<file path="src/rtl/projeto1_onchip_mem_arbiter.sv">
// Two-master round-robin arbiter in front of a single-port on-chip RAM.
// One accepted transfer per cycle; out-of-range accesses are absorbed and flagged.
module projeto1_onchip_mem_arbiter #(
    parameter int DEPTH = 4093,
    parameter int AW    = 12
) (
    input  logic          clk,
    input  logic          reset,
    input  logic [AW-1:0] m0_address,
    input  logic [3:0]    m0_byteenable,
    input  logic          m0_read,
    input  logic          m0_write,
    input  logic [31:0]   m0_writedata,
    output logic          m0_waitrequest,
    output logic [31:0]   m0_readdata,
    output logic          m0_readdatavalid,
    input  logic [AW-1:0] m1_address,
    input  logic [3:0]    m1_byteenable,
    input  logic          m1_read,
    input  logic          m1_write,
    input  logic [31:0]   m1_writedata,
    output logic          m1_waitrequest,
    output logic [31:0]   m1_readdata,
    output logic          m1_readdatavalid,
    output logic [AW-1:0] mem_address,
    output logic [3:0]    mem_byteenable,
    output logic          mem_chipselect,
    output logic          mem_write,
    output logic [31:0]   mem_writedata,
    output logic          mem_clken,
    input  logic [31:0]   mem_readdata,
    output logic          err_oor,
    output logic [AW-1:0] err_addr,
    input  logic          err_clear
);

    localparam logic [AW:0] DEPTH_X = (AW+1)'(DEPTH);

    logic          last_grant;
    logic          pend_valid;
    logic          pend_tag;
    logic          pend_inr;

    logic          req0;
    logic          req1;
    logic          grant_any;
    logic          grant_sel;
    logic          g_is_write;
    logic [AW-1:0] g_addr;
    logic [3:0]    g_be;
    logic [31:0]   g_wdata;
    logic          in_range;

    always_comb begin
        req0      = m0_read | m0_write;
        req1      = m1_read | m1_write;
        grant_any = ~reset & (req0 | req1);
        // Contest goes to whoever did not win last; a lone requester always wins.
        if (req0 && req1) begin
            grant_sel = ~last_grant;
        end else begin
            grant_sel = req1;
        end
        g_is_write = grant_sel ? m1_write      : m0_write;
        g_addr     = grant_sel ? m1_address    : m0_address;
        g_be       = grant_sel ? m1_byteenable : m0_byteenable;
        g_wdata    = grant_sel ? m1_writedata  : m0_writedata;
        in_range   = {1'b0, g_addr} < DEPTH_X;
    end

    assign m0_waitrequest = reset | (req0 & ~(grant_any & ~grant_sel));
    assign m1_waitrequest = reset | (req1 & ~(grant_any &  grant_sel));

    assign mem_address    = g_addr;
    assign mem_byteenable = g_be;
    assign mem_writedata  = g_wdata;
    assign mem_chipselect = grant_any & in_range;
    assign mem_write      = grant_any & g_is_write & in_range;
    assign mem_clken      = ~reset;

    // Gating with reset kills a read accepted just before reset asserts.
    assign m0_readdatavalid = pend_valid & ~reset & ~pend_tag;
    assign m1_readdatavalid = pend_valid & ~reset &  pend_tag;
    assign m0_readdata      = (m0_readdatavalid & pend_inr) ? mem_readdata : 32'h0000_0000;
    assign m1_readdata      = (m1_readdatavalid & pend_inr) ? mem_readdata : 32'h0000_0000;

    always_ff @(posedge clk) begin
        if (reset) begin
            last_grant <= 1'b1;
            pend_valid <= 1'b0;
            pend_tag   <= 1'b0;
            pend_inr   <= 1'b0;
            err_oor    <= 1'b0;
            err_addr   <= '0;
        end else begin
            if (grant_any) begin
                last_grant <= grant_sel;
            end
            pend_valid <= grant_any & ~g_is_write;
            pend_tag   <= grant_sel;
            pend_inr   <= in_range;
            // A clear wins over an error arriving in the same cycle.
            if (err_clear) begin
                err_oor  <= 1'b0;
                err_addr <= '0;
            end else if (grant_any && !in_range) begin
                err_oor <= 1'b1;
                if (!err_oor) begin
                    err_addr <= g_addr;
                end
            end
        end
    end

endmodule
</file>
<file path="config.mk">
export PLATFORM = sky130hd
export DESIGN_NAME = projeto1_onchip_mem_arbiter
export DESIGN_NICKNAME = d
export VERILOG_FILES = /design/src/rtl/projeto1_onchip_mem_arbiter.sv
export SDC_FILE = /design/constraint.sdc
export NUM_CORES = 1
export LEC_CHECK = 0
export CORE_AREA = 2 2 102 104
export DETAILED_ROUTE_END_ITERATION = 6
export DIE_AREA = 0 0 104 106
export DONT_BUFFER_PORTS = 1
export PLACE_DENSITY = 0.4
export SETUP_SLACK_MARGIN = 0.02
export SLEW_MARGIN = 20
export SYNTH_ARGS = -nofsm -noshare
export SYNTH_HDL_FRONTEND = slang
export SYNTH_SLANG_ARGS = --single-unit
</file>
<file path="constraint.sdc">
create_clock -name clk -period 2.5 [get_ports clk]
set_input_delay 0.375 -clock clk [delete_from_list [all_inputs] [get_ports clk]]
set_output_delay 0.375 -clock clk [all_outputs]
set_load 0.01 [all_outputs]
</file>
==> metrics, run 1 <==
Final Skew=7.23 ps; headroom to the max-slew limit=0.650; hold crit path type=in2reg; reg2reg end=err_addr[0]; vias in the first global route=1420; port bufs=0; io pins=267; status=complete, no violations; R2R depth=5; worst setup path start=last_grant; post-CTS setup buffers=0; R2R Setup Slk=around 880 ps; data required time of the worst path=2120 ps; maximum clock frequency=512 MHz; Final min period=1950 ps; Die X=~100 um; worst-path fanout max=4; initial drt markers=104; setup TNS=0 ps; Area after DPL=0.00189 mm^2; GPL Wtd Cong=0.888; effective utilization at floorplan=0.175; Die Area=approximately 0.011 mm^2; CP startpoint kind=flop; power per standard cell area=approximately 400 mW/mm^2; fraction of the cycle the final worst path needs=0.781; critical path class=reg2out; critical path capture point type=output pin; CTS root buf=clkbuf_8; Setup crit end=mem_write; first-pass GRT wire length=8710 um; CP Data Arrival Time=1580 ps; DP HPWL=5440 um; num rows=37; Clock Path Buffers=2; Yosys reg bits=17; core area=0.0100 mm^2; 1st-pass router iterations=4; Final Slew Violations=0; number of max-cap violations=0; ANT nets after route=0; ranking of synthesized cells by area=mux2_2 (32%), and3_1 (23%), dfxtp_1 (19%), o21a_1 (4.3%), clkbuf_1 (2.8%); cts bufs inserted=3; Nets=330; syn nets=339; Post-Synthesis Cells=204; final hold violation count=0; Layout area overhead=10.8%; RSZ-0062 raised after global routing=false; Die Y=106 um; routed vias=1656; Yosys top cell area share=0.315; cts repair resizes=0; share of cells above drive strength 1=0.345; R2R Path Start=last_grant; sequential element share of the synthesized area=0.195; CTS clk-pin slew, worst paths=70 ps; CTS tree=yes; Wirelength per Cell=19.9 um; Leakage=0.916 nW; number of remaining DRC errors=0; Slew @ Worst Pin=522 ps; largest net degree at the start of global routing=65; CTS Sinks=17; total gr overflow=0; CTS HTree Levels=1; Final Setup Violations=0; Post-Layout Cell Count=330; ant diodes=0; final core occ=0.194; Cell Area, Synth=0.00175 mm^2; hold-fix buffer count after cts=0; fin area=0.00194 mm^2; initial antenna violation count=0; Routed WL=6580 um; Synth area leader=mux2_2; dpl cells=326; Total GRT Usage=0.100; DR vias/cell=5.02; number of synthesis warnings=0; clk_lat worst skew=250 ps; VDD IR max=254 uV; Avg Cell Area, Syn=8.57 um^2; Synth cell types=31
[cell type report]
class | instances | area, um^2
clock buffer | 4 | 45.0
tap | 136 | 170
fill | 1133 | 8060
inverter | 3 | 11.3
timing repair buffer | 7 | 65.1
sequential | 17 | 340
multi-input combinational | 163 | 1310
[synth_stat cells (all sizes together)]
| master | number |
|---|---|
| mux2 | 49 |
| buf | 8 |
| a31o | 2 |
| nand2b | 1 |
| nand2 | 3 |
| and3 | 66 |
| a21oi | 1 |
| o21ai | 3 |
| nor3b | 2 |
| o21a | 10 |
| o311ai | 1 |
| a2111oi | 1 |
| clkbuf | 13 |
| or2 | 1 |
| inv | 3 |
| nand4 | 4 |
| dfxtp | 17 |
| o211ai | 2 |
| a22o | 2 |
| a21o | 1 |
| a221oi | 2 |
| nor3 | 3 |
| a31oi | 1 |
| nor2 | 8 |
[flip-flops by register name, summed over array words and instances (netlist names)]
name        cells
err_oor         1
err_addr       12
last_grant      1
pend_tag        1
pend_valid      1
pend_inr        1
[where the power goes]
group | switching, mW | internal [mW]
clock | 0.0926 | 0.113
combinational | 0.164 | 0.119
sequential | 0.00246 | 0.275
[how the worst min path moves through the flow]
stage / slack, ps / startpoint / cells after the start / endpoint
2_1_floorplan: 510 / err_addr[10] / 1 / err_addr[10]
3_3_place_gp: 450 / reset / 1 / pend_inr
3_5_place_dp: 450 / reset / 1 / pend_inr
4_1_cts: 180 / reset / 1 / pend_inr
5_1_grt: 170 / reset / 1 / pend_inr
6_report: 190 / reset / 1 / pend_inr
[worst max-delay path: stages (launching register included)]
cell,delay (ps)
dfxtp_1,370
o21ai_1,120
nand2_2,110
mux2_2,380
nor3b_1,190
buf_4,150
[cells by family (layout without fill, tap and decap cells)]
family | Yosys count | count (layout) | share of synthesized area
muxes | 49 | 49 | 0.315
AOI/OAI and AO/OA | 26 | 26 | 0.127
DFF | 17 | 17 | 0.195
and+or+nand+nor | 88 | 88 | 0.302
buffers and inverters | 24 | 14 | 0.0615
[cells in the final DEF (no fill, tap or decap), drive strengths merged, types with 4 or more instances in the layout]
cell and n:
and3 66, buf 7, clkbuf 4, dfxtp 17, mux2 49, nand4 4, nor2 8, o21a 10
[stage by stage]
step | total power [mW] | hold WS [ps] | setup slack [ps]
2_1_floorplan | 0.523 | 509 | 617
6_report | 0.767 | 186 | 548
3_5_place_dp | 0.566 | 454 | 618
5_1_grt | 0.807 | 174 | 443
3_3_place_gp | 0.565 | 452 | 637
4_1_cts | 0.779 | 181 | 524
[routing by layer]
metal	vias to the layer above	GRT usage	wire length (um)
met4	0	0.0125	0
li1	743	-	-
met2	121	0.158	3110
met1	792	0.139	2910
met3	0	0.0276	561
met5	-	0	0
No activity file was read; power rests on OpenSTA's default activity.
==> run 2: changes to the inputs <==
--- a/config.mk
+++ b/config.mk
@@ -9,7 +9,7 @@
 export DETAILED_ROUTE_END_ITERATION = 6
 export DIE_AREA = 0 0 104 106
 export DONT_BUFFER_PORTS = 1
-export PLACE_DENSITY = 0.4
+export PLACE_DENSITY = 0.41
 export SETUP_SLACK_MARGIN = 0.02
 export SLEW_MARGIN = 20
 export SYNTH_ARGS = -nofsm -noshare
==> constraint.sdc (replaced) <==
create_clock -name clk -period 1.7 [get_ports clk]
set_input_delay 0.255 -clock clk [delete_from_list [all_inputs] [get_ports clk]]
set_output_delay 0.255 -clock clk [all_outputs]
set_load 0.01 [all_outputs]
==> metrics, run 2 (synthesis gave the netlist of run 1 again) <==
status=finished, violations left; failing checks=setup timing; Die Area=0.0110 mm^2 (unchanged); routed vias=1651 (-0.30%); critical path capture point type=output pin; Nets=338 (+2.4%); Final min period=1720 ps; Most flops, register=err_addr; Final Slew Violations=0 (unchanged); hold crit path type=in2reg; Routed WL=6730 um (+2.3%); dpl cells=332 (+1.8%); largest net degree at the start of global routing=65 (unchanged); CTS HTree Levels=1 (unchanged); Die Y=106 um (unchanged); headroom to the max-slew limit=0.742 (+0.0922); Largest register FFs=12 (unchanged); clk_lat worst skew=250 ps (about the same); hold-fix buffer count after cts=0 (unchanged); fraction of the cycle the final worst path needs=1.01; setup TNS=-16.5 ps (-16.5 ps); initial drt markers=91 (-13%); Die X=104 um (unchanged); DP HPWL=5500 um (+1.0%); critical path class=reg2out; Final Skew=4.29 ps (-2.94 ps); initial antenna violation count=0 (unchanged); RSZ-0062 raised after global routing=true; effective utilization at floorplan=0.175 (unchanged); GPL Wtd Cong=0.880 (-0.91%); ant diodes=0 (unchanged); first-pass GRT wire length=9150 um (+5.0%); 1st-pass router iterations=4 (unchanged); number of max-cap violations=0 (unchanged); Total GRT Usage=0.105 (+0.00535); commonest non-fill, non-tap cells in the layout=and3_1 (65), mux2_2 (47), dfxtp_1 (16), buf_4 (13), o21a_1 (10); Final WS setup=-16.5 ps (-565 ps); Clock Path Buffers=2 (unchanged); data required time of the worst path=1440 ps (-680 ps); maximum clock frequency=between 500 and 600 MHz; Final Setup Violations=1 (+1); number of remaining DRC errors=0 (unchanged); power per standard cell area=574 mW/mm^2 (+45%); share of cells above drive strength 1=0.396 (+0.0507); CTS Sinks=17 (unchanged); vias in the first global route=1515 (+6.7%); Slew @ Worst Pin=387 ps (-134 ps); final hold violation count=0 (unchanged); CTS root buf=clkbuf_8; Tot Pwr=1.18 mW (+54%); Leakage=0.980 nW (+7.0%); CP startpoint kind=flop; Post-Layout Cell Count=338 (+2.4%); num rows=37 (unchanged); CTS tree=yes; core area=0.0100 mm^2 (unchanged); Wirelength per Cell=19.9 um (about the same); port bufs=0 (unchanged); ANT nets after route=0 (unchanged); final core occ=0.206 (+0.0123); Layout area overhead=17.8%; VDD IR max=417 uV (+64%); CTS clk-pin slew, worst paths=70 ps (about the same); most common cell after layout, fill and taps aside=and3_1; worst-path fanout max=4 (unchanged); io pins=267 (unchanged); cts bufs inserted=3 (unchanged); DR vias/cell=4.88 (-2.7%); CP Data Arrival Time=1460 ps (-120 ps); total gr overflow=0 (unchanged)
## run 2: final cells by class
| class | count | area (um^2) |
|---|---|---|
| Sequential cell | 17 | 344 |
| Fill cell | 1120 | 7940 |
| Clock inverter | 1 | 7.51 |
| Timing Repair Buffer | 15 | 145 |
| Tap cell | 136 | 170 |
| Multi-Input combinational cell | 163 | 1340 |
| Clock buffer | 3 | 41.3 |
| Inverter | 3 | 11.3 |
## run 2: worst paths after layout
path	startpoint	endpoint	slack [ps]	cells past startpoint
min reg2reg	err_addr[6]	err_addr[6]	540	1
min	reset	pend_inr	70	1
max	last_grant	mem_write	-20	5
max reg2reg	last_grant	err_addr[1]	210	5
## run 2: repair_timing
| action | in CTS | in global routing |
|---|---|---|
| pin swaps | 1 | 1 |
| gates cloned | 1 | 0 |
| setup buffers | 1 | 0 |
| endpoints found under the setup margin | 50 | 50 |
| resized for setup | 7 | 3 |
## run 2: report_power, final
part	switching, mW	leakage, nW	internal (mW)	total, mW
Clock	0.147	0.0217	0.165	0.311
Combinational	0.260	0.820	0.201	0.461
Sequential	0.00552	0.138	0.405	0.411
## run 2: stage by stage
step           hold WS (ps)  setup WS [ps]  instance area [um^2]
2_1_floorplan           398           57.3                  1750
3_3_place_gp            334           55.5                  1940
3_5_place_dp            333           40.4                  1940
4_1_cts                59.3          -41.0                  2040
5_1_grt                61.4          -67.1                  2060
6_report               69.2          -16.5                  2060
## run 2: metal layers
metal	up-vias	GRT usage	part of all wire
li1	759	-	-
met1	760	0.138	0.42
met2	124	0.148	0.43
met3	8	0.0693	0.14
met4	0	0.0116	0.0089
met5	-	0	0
## run 2: worst max-delay path: stages (launching register included)
cell and delay (ps):
dfxtp_4 380, o21ai_4 70, nand2_4 120, mux2_4 330, nor3b_2 160, buf_4 150
